==> src/rtl/instruction_fetch_if.sv <==
// Fetch-unit bundle: control inputs, instruction-memory read port and the
// valid/ready handshake toward decode.
interface instruction_fetch_if #(
  parameter int ADDR_W = 8,
  parameter int DATA_W = 32
);
  logic              fetch_en;
  logic              redirect_valid;
  logic [ADDR_W-1:0] redirect_pc;
  logic [ADDR_W-1:0] im_address;
  logic              im_rd_en;
  logic [DATA_W-1:0] im_instruction;
  logic              if_valid;
  logic              if_ready;
  logic [DATA_W-1:0] if_instruction;
  logic [ADDR_W-1:0] if_pc;

  modport master (
    input  fetch_en, redirect_valid, redirect_pc, im_instruction, if_ready,
    output im_address, im_rd_en, if_valid, if_instruction, if_pc
  );

  modport slave (
    output fetch_en, redirect_valid, redirect_pc, im_instruction, if_ready,
    input  im_address, im_rd_en, if_valid, if_instruction, if_pc
  );
endinterface

==> src/rtl/instruction_fetch.sv <==
// Instruction fetch: PC register, one-cycle-latency memory reads and a
// 2-entry {instruction, pc} FIFO toward decode, with redirect flushing.
module instruction_fetch #(
  parameter int                ADDR_W   = 8,
  parameter int                DATA_W   = 32,
  parameter logic [ADDR_W-1:0] RESET_PC = '0
) (
  input logic                 clk,
  input logic                 rst_n,
  instruction_fetch_if.master bus
);

  typedef enum logic {IDLE, RUN} state_t;

  state_t            state;
  logic [ADDR_W-1:0] pc;
  logic              inflight;
  logic [ADDR_W-1:0] inflight_pc;
  logic [1:0]        count;
  logic              rd_ptr;
  logic              wr_ptr;
  logic [DATA_W-1:0] instr_mem [2];
  logic [ADDR_W-1:0] pc_mem [2];

  logic       pop;
  logic       push;
  logic       issue;
  logic [2:0] occupancy;

  // Issue only if every outstanding read is guaranteed a FIFO slot.
  assign pop       = (count != 2'd0) && bus.if_ready;
  assign push      = inflight && !bus.redirect_valid;
  assign occupancy = 3'(count) + 3'(inflight) - 3'(pop);
  assign issue     = (state == RUN) && bus.fetch_en && !bus.redirect_valid
                     && (occupancy < 3'd2);

  assign bus.im_address     = pc;
  assign bus.im_rd_en       = issue;
  assign bus.if_valid       = (count != 2'd0);
  assign bus.if_instruction = instr_mem[rd_ptr];
  assign bus.if_pc          = pc_mem[rd_ptr];

  always_ff @(posedge clk or negedge rst_n) begin
    if (!rst_n) begin
      state        <= IDLE;
      pc           <= RESET_PC;
      inflight     <= 1'b0;
      inflight_pc  <= '0;
      count        <= 2'd0;
      rd_ptr       <= 1'b0;
      wr_ptr       <= 1'b0;
      instr_mem[0] <= '0;
      instr_mem[1] <= '0;
      pc_mem[0]    <= '0;
      pc_mem[1]    <= '0;
    end else begin
      state <= bus.fetch_en ? RUN : IDLE;
      // A redirect overrides pop, push and issue and drops the pending response.
      if (bus.redirect_valid) begin
        pc       <= bus.redirect_pc;
        inflight <= 1'b0;
        count    <= 2'd0;
        rd_ptr   <= 1'b0;
        wr_ptr   <= 1'b0;
      end else begin
        if (push) begin
          instr_mem[wr_ptr] <= bus.im_instruction;
          pc_mem[wr_ptr]    <= inflight_pc;
          wr_ptr            <= ~wr_ptr;
        end
        if (pop) begin
          rd_ptr <= ~rd_ptr;
        end
        count    <= count + 2'(push) - 2'(pop);
        inflight <= issue;
        if (issue) begin
          inflight_pc <= pc;
          pc          <= pc + ADDR_W'(1);
        end
      end
    end
  end

endmodule

==> src/flat_wrapper.sv <==
// flat-port wrapper written by rule: the top's interface ports become plain ports
module instruction_fetch_flat 
#(
  parameter int                ADDR_W   = 8,
  parameter int                DATA_W   = 32,
  parameter logic [ADDR_W-1:0] RESET_PC = '0
)
  (clk, rst_n, bus_fetch_en, bus_redirect_valid, bus_redirect_pc, bus_im_instruction, bus_if_ready, bus_im_address, bus_im_rd_en, bus_if_valid, bus_if_instruction, bus_if_pc);
  instruction_fetch_if #(.ADDR_W(ADDR_W), .DATA_W(DATA_W)) bus_i ();
  input logic clk;
  input logic rst_n;
  input wire logic [$bits(bus_i.fetch_en)-1:0] bus_fetch_en;
  input wire logic [$bits(bus_i.redirect_valid)-1:0] bus_redirect_valid;
  input wire logic [$bits(bus_i.redirect_pc)-1:0] bus_redirect_pc;
  input wire logic [$bits(bus_i.im_instruction)-1:0] bus_im_instruction;
  input wire logic [$bits(bus_i.if_ready)-1:0] bus_if_ready;
  output wire logic [$bits(bus_i.im_address)-1:0] bus_im_address;
  output wire logic [$bits(bus_i.im_rd_en)-1:0] bus_im_rd_en;
  output wire logic [$bits(bus_i.if_valid)-1:0] bus_if_valid;
  output wire logic [$bits(bus_i.if_instruction)-1:0] bus_if_instruction;
  output wire logic [$bits(bus_i.if_pc)-1:0] bus_if_pc;
  assign bus_i.fetch_en = bus_fetch_en;
  assign bus_i.redirect_valid = bus_redirect_valid;
  assign bus_i.redirect_pc = bus_redirect_pc;
  assign bus_i.im_instruction = bus_im_instruction;
  assign bus_i.if_ready = bus_if_ready;
  assign bus_im_address = bus_i.im_address;
  assign bus_im_rd_en = bus_i.im_rd_en;
  assign bus_if_valid = bus_i.if_valid;
  assign bus_if_instruction = bus_i.if_instruction;
  assign bus_if_pc = bus_i.if_pc;
  instruction_fetch #(.ADDR_W(ADDR_W), .DATA_W(DATA_W), .RESET_PC(RESET_PC)) u_core (.clk(clk), .rst_n(rst_n), .bus(bus_i));
endmodule
==> config.mk <==
export PLATFORM = sky130hd
export DESIGN_NAME = instruction_fetch_flat
export DESIGN_NICKNAME = d
export VERILOG_FILES = /design/src/rtl/instruction_fetch_if.sv /design/src/rtl/instruction_fetch.sv /design/src/flat_wrapper.sv
export SDC_FILE = /design/constraint.sdc
export NUM_CORES = 1
export LEC_CHECK = 0
export ABC_AREA = 1
export BUFFER_PORTS_ARGS = -buffer_cell sky130_fd_sc_hd__buf_2
export CORE_MARGIN = 3
export CORE_UTILIZATION = 40
export DETAILED_ROUTE_END_ITERATION = 8
export GPL_ROUTABILITY_DRIVEN = 0
export PLACE_DENSITY = 0.71
export SLEW_MARGIN = 15
export SYNTH_ARGS = -nofsm -noshare
export SYNTH_HDL_FRONTEND = slang
export SYNTH_SLANG_ARGS = --single-unit
==> constraint.sdc <==
create_clock -name clk -period 5.6 [get_ports clk]
set_clock_uncertainty 0.2 [all_clocks]
set_input_delay 0.28 -clock clk [delete_from_list [all_inputs] [get_ports clk]]
set_output_delay 0.28 -clock clk [all_outputs]
set_load 0.1 [all_outputs]
==> results.cfg, run 1 <==
[clock_network]
clock_path_buffers = 2
clkSlewWorstSetupHoldPaths_ns = 0.07
clock-sinks = 102
worstSkewPairLatency_ns = 0.33
cts_setup_buffers = 0
ctsResizeCount = 0
cts_max_level = 3
cts-root-buf = clkbuf_16
cts_tree = built
cts_buffers = 9

[layout]
fill_cells = 1077
diodes = 0
area_delta_synth_final_pct = 21.1
drive_above_1_share_pct = 19.2
nets = 718

[synthesis]
syn_area_per_cell_um2 = 8.05
syn_nets = 623
netlist_area_um2 = 4620
yosysWarnings = 0
synthDistinctLibCells = 23
ys_seq_elements = 102
synth.yosys.seq_area_share_pct = 55.2
synth_cells = 574

[timing]
slew-limit-headroom_pct = 46.5
hold_viol_final = 0
setup_viol = 0
fmax_mhz = 289
tns_ns = 0
period_minus_slack_ns = 3.46
worstMarginPinSlew_ns = 0.803
fin_crit_sh_pct = 61.8
rsz0062_at_grt = false
maxSlewViolCount = 0

[grt]
antenna_found_initial = 0
grt_pass1_wl_um = 18000
grt_usage_pct = 16.9
grt_overflow = 0
grt_max_degree = 65
first_global_vias = 3885

[die]
ios = 95
die_area_um2 = 12900
num_rows = 38
die_x_um = 113
die_h_um = 113
start_util_pct = 41.7
core_um2 = 11100

[worst_setup_path]
start_kind = register
worst-path-max-fanout = 15
cp_cell_sequence = inv_2, nand2_1, nand2_1, nor2_1, o21ai_0, fa_1, nand2_1, inv_1, nand2_1, nor2_4, buf_2
worstPathRequired_ns = 5.12
end_kind = output pin
cpPeakStageDelay_ns = 0.50
rrSetupSlack_ns = 2.90
cpMaxStageDelayCell = fa_1
cpMostUsedCell = nand2_1
critPathArrivalTime_ns = 2.98
critPathKind = register to output pin

[routing]
routed_wl_um = 10400
drtAntennaViolNets = 0
via_per_inst = 4.81
drc = 0
drt-initial-drc-count = 269
first_pass_iters = 5
vias = 3908
wl_per_cell_um = 12.8

[placed_design]
port_buffers = 94
dp_hpwl_um = 6830

[min_path]
hp-class = input port to register

[flow_run]
cap_violations = 0

[outcome]
outcome = complete, no violations
-- synth_stat cells --
cell      count  area [um^2]
nand2_1     242          908
dfrtp_1     102         2550
inv_1        56          210
o21ai_0      54          270
o21ai_1      34          170
nand3_1      21          105
buf_2        16         80.1
nor2_1       12         45.0
clkbuf_1      9         33.8
o21ai_2       5         43.8
nand2_2       4         25.0
ha_1          3         37.5
inv_2         3         11.3
a21boi_0      2         15.0
buf_6         2         22.5
nor2_4        2         22.5
a21oi_1       1         5.00
buf_4         1         7.51
fa_1          1         20.0
nand2_4       1         11.3
nor2_2        1         6.26
xnor2_1       1         8.76
xor2_1        1         8.76
-- layout make-up --
cell class	instances	area, um^2	area share, %
clock buffers	10	239	4.27
clock inverters	5	60.1	1.07
inverters	59	221	3.96
multi-input cells	385	1700	30.4
flip-flops and latches	102	2550	45.6
well taps	140	175	3.13
repair buffers	112	643	11.5
-- logic make-up (layout without fill, tap and decap cells) --
group | count (synthesis) | in the layout | share of synthesized area (%)
compound gates | 96 | 96 | 10.9
simple gates | 283 | 283 | 24.3
fa+ha+maj | 4 | 4 | 1.25
xor+xnor | 2 | 2 | 0.379
buf+inv | 87 | 186 | 7.91
flops | 102 | 102 | 55.2
-- worst max-delay path, delay by kind of cell (launching register included) --
family / cells / cell delay (ns)
DFF: 1 / 0.48
AOI/OAI and AO/OA: 1 / 0.17
adders and majority gates: 1 / 0.50
and+or+nand+nor: 6 / 0.84
buffers and inverters: 3 / 0.64
-- cell usage in the layout (no fill, tap or decap), types with 2 or more instances in the layout --
cell type      count
a21boi_0           2
inv_1             56
o21ai_0           54
nor2_1            12
o21ai_2            5
buf_4              5
clkbuf_16          9
nor2_4             2
nand2_1          242
dfrtp_1          102
nand3_1           21
nand2_2            4
buf_2             93
ha_1               3
clkinv_4           2
inv_2              3
o21ai_1           34
dlygate4sd3_1     14
-- stage by stage --
| step | instances | hold slack (ns) | utilization, % | setup slack (ns) | area (um^2) |
|---|---|---|---|---|---|
| 2_1_floorplan | 574 | -0.216 | - | 2.35 | 4620 |
| 3_3_place_gp | 784 | 0.0675 | 46.5 | 2.69 | 5150 |
| 3_5_place_dp | 784 | 0.0746 | 46.5 | 2.55 | 5150 |
| 4_1_cts | 813 | 0.00146 | 50.5 | 2.17 | 5590 |
| 5_1_grt | 813 | 0.00320 | 50.5 | 1.91 | 5590 |
| 6_report | 813 | 0.00535 | 50.5 | 2.14 | 5590 |
-- final timing paths --
kind,end,cells past startpoint,startpoint
max,bus_im_rd_en,11,u_core.count[1]$_DFF_PN0_
min,u_core.instr_mem[16]$_DFFE_PN0P_,3,bus_im_instruction[16]
max reg2reg,u_core.bus.im_address[0]$_DFFE_PN0P_,13,u_core.count[1]$_DFF_PN0_
min reg2reg,u_core.pc_mem[12]$_DFFE_PN0P_,2,u_core.pc_mem[12]$_DFFE_PN0P_
max in group asynchronous,u_core.instr_mem[13]$_DFFE_PN0P_,3,rst_n
min in group asynchronous,u_core.instr_mem[44]$_DFFE_PN0P_,2,rst_n
-- timing repair --
| action | in CTS | in global routing |
|---|---|---|
| endpoints found under the setup margin | 0 | 0 |
| hold buffers | 14 | 0 |
| hold endpoints to repair | 51 | 0 |
-- flip-flops by register name, summed over array words and instances, names as in the netlist --
register               count
u_core.inflight_pc         8
u_core.count               2
u_core.bus.im_address      8
u_core.wr_ptr              1
u_core.state               1
u_core.rd_ptr              1
u_core.pc_mem             16
u_core.instr_mem          64
u_core.inflight            1
-- layer usage --
layer	up-vias	GRT usage (%)	part of all wire [%]
li1	1963	-	-
met1	1814	22.9	47
met2	120	28.2	47
met3	11	2.92	4.9
met4	0	4.65	1.3
met5	-	0	0
Power of run 1 is not shown: default switching activity piles up to over one toggle a cycle in this logic, so the estimate is an artifact.
==> run 2: changes to the inputs <==
Settings changed: PLACE_DENSITY 0.71 to 0.74.
Clock period 5.6 ns to 3 ns, I/O delays scaled along.
==> run 2 against run 1 <==
Against the previous run: largest cell class unchanged; final cell count is 4.7% higher; die area stayed put; flip-flop and latch count stayed put; critical path depth is 1 higher; routed wire length is 7.6% higher; first-iteration DRC count is 23% higher; global-route usage is 0.38 points higher; critical endpoint unchanged; setup slack worse by 1.9 ns; worst hold slack better by 0.28 ns; final area is 7.5% higher; via count is 7.3% higher.
==> results.cfg, run 2 (synthesis results as in run 1) <==
[clock_network]
worstSkewPairLatency_ns = 0.34
clkSlewWorstSetupHoldPaths_ns = 0.07
cts_buffers = 9
cts_max_level = 3
clock-sinks = 102
cts-root-buf = clkbuf_16
clock_path_buffers = 2
cts_tree = built

[timing]
timing.hold.ws_ns = 0.284
setup_viol = 0
slew-limit-headroom_pct = 37.0
maxSlewViolCount = 0
tns_ns = 0
fmax_mhz = 358
hold_viol_final = 0
worstMarginPinSlew_ns = 0.945
fin_crit_sh_pct = 93.1
period_minus_slack_ns = 2.79
rsz0062_at_grt = false

[layout]
top_register = u_core.instr_mem
largest_registers = u_core.instr_mem (64), u_core.pc_mem (16)
ff_latch_area_um2 = 2550
final_common_cell = nand2_1
area_delta_synth_final_pct = 30.1
drive_above_1_share_pct = 19.1
diodes = 0
multi_input_area_um2 = 1710
fill_cells = 1007
largest_reg_flops = 64
nets = 755
layout_common_cells = nand2_1 (240), dfrtp_1 (101), buf_2 (92), inv_1 (56), o21ai_0 (54)

[die]
die_h_um = 113
core_um2 = 11100
num_rows = 38
die_x_um = 113
start_util_pct = 41.7
die_area_um2 = 12900
ios = 95

[grt]
first_global_vias = 4017
grt_max_degree = 81
grt_pass1_wl_um = 18300
grt_overflow = 0
grt_usage_pct = 17.3
antenna_found_initial = 0

[worst_setup_path]
critPathKind = register to output pin
rr_startpoint = u_core.count[1]$_DFF_PN0_
cpPeakStageDelay_ns = 0.50
regToRegEndpoint = u_core.bus.im_address[0]$_DFFE_PN0P_
cp_cell_sequence = inv_2, nand2_2, nand2_2, inv_1, nor2_1, o21ai_0, fa_1, nand2_1, inv_1, nand2_1, nor2_4, buf_12
worst-path-max-fanout = 5
cp_num_buf_inv = 4
end_kind = output pin
startpoint = u_core.count[1]$_DFF_PN0_
worstPathRequired_ns = 2.65
critPathArrivalTime_ns = 2.44
rrSetupSlack_ns = 0.34
r2r_cells = 15
cpLargestDelayFamily = simple AND/OR/NAND/NOR gates
cpMaxStageDelayCell = fa_1
start_kind = register

[routing]
drc = 0
via_per_inst = 4.93
wl_per_cell_um = 13.1
vias = 4193
first_pass_iters = 5
drtAntennaViolNets = 0
routed_wl_um = 11200
drt-initial-drc-count = 332

[min_path]
worstHoldEndpoint = u_core.instr_mem[44]$_DFFE_PN0P_
hp-class = register to register
worstHoldPathCells = 2
hold_start = u_core.instr_mem[44]$_DFFE_PN0P_

[outcome]
outcome = complete, no violations

[placed_design]
dp_hpwl_um = 6670
port_buffers = 94

[flow_run]
cap_violations = 0
run 2: cell types whose count changed in the layout (fill, tap and decap cells not counted), moves of 2 or more:
cell / before / now
dlygate4sd3_1: 14 / 49
inv_8: 0 / 3
buf_12: 0 / 2
nand2_1: 242 / 240
nand2_2: 4 / 6
run 2: metrics by stage:
| step | area (um^2) | utilization, % | worst slack, ns | instances |
|---|---|---|---|---|
| finish | 6010 | 54.3 | 0.206 | 851 |
| global route | 6010 | 54.3 | 0.0236 | 851 |
| CTS | 6010 | 54.2 | 0.0958 | 851 |
| detailed placement | 5190 | 46.9 | 0.313 | 785 |
| global placement | 5190 | 46.9 | 0.464 | 785 |
| floorplan | 4620 | - | 0.104 | 574 |
run 2: cell type report:
class                           count  share of cell area, %
Sequential cell                   102                   42.5
Tap cell                          140                   2.91
Inverter                           59                   3.68
Multi-Input combinational cell    385                   28.4
Clock buffer                        9                   3.75
Timing Repair Buffer              149                   17.2
Clock inverter                      7                   1.50
run 2: worst max path at each step:
| stage | to | slack, ns | depth (start not counted) |
|---|---|---|---|
| 6_report | bus_im_rd_en | 0.21 | 12 |
| 5_1_grt | bus_im_rd_en | 0.02 | 12 |
| 4_1_cts | bus_im_rd_en | 0.1 | 11 |
| 3_5_place_dp | u_core.bus.im_address[0]$_DFFE_PN0P_ | 0.31 | 13 |
| 3_3_place_gp | bus_im_rd_en | 0.46 | 11 |
| 2_1_floorplan | u_core.inflight_pc[2]$_DFFE_PN0P_ | 0.10 | 13 |
run 2: per-layer routing:
| metal | GRT usage, % | vias to the layer above | routed length [um] |
|---|---|---|---|
| met3 | 3.77 | 18 | 641 |
| met1 | 22.6 | 1973 | 4940 |
| met2 | 29.7 | 162 | 5450 |
| li1 | - | 2040 | - |
| met5 | 0 | - | 0 |
| met4 | 3.69 | 0 | 124 |
run 2: timing repair:
action,CTS,global route
endpoints found under the setup margin,1,2
buffers inserted,1,0
hold buffers,49,0
pin swaps,1,1
hold endpoints to repair,148,0
gates resized for setup,0,3
run 2: tightest hold or removal path, stage by stage, from the launching register on:
cell     delay [ns]
dfrtp_1        0.34
nand2_1        0.05
o21ai_0        0.06
Power of run 2 is left out for the same reason.
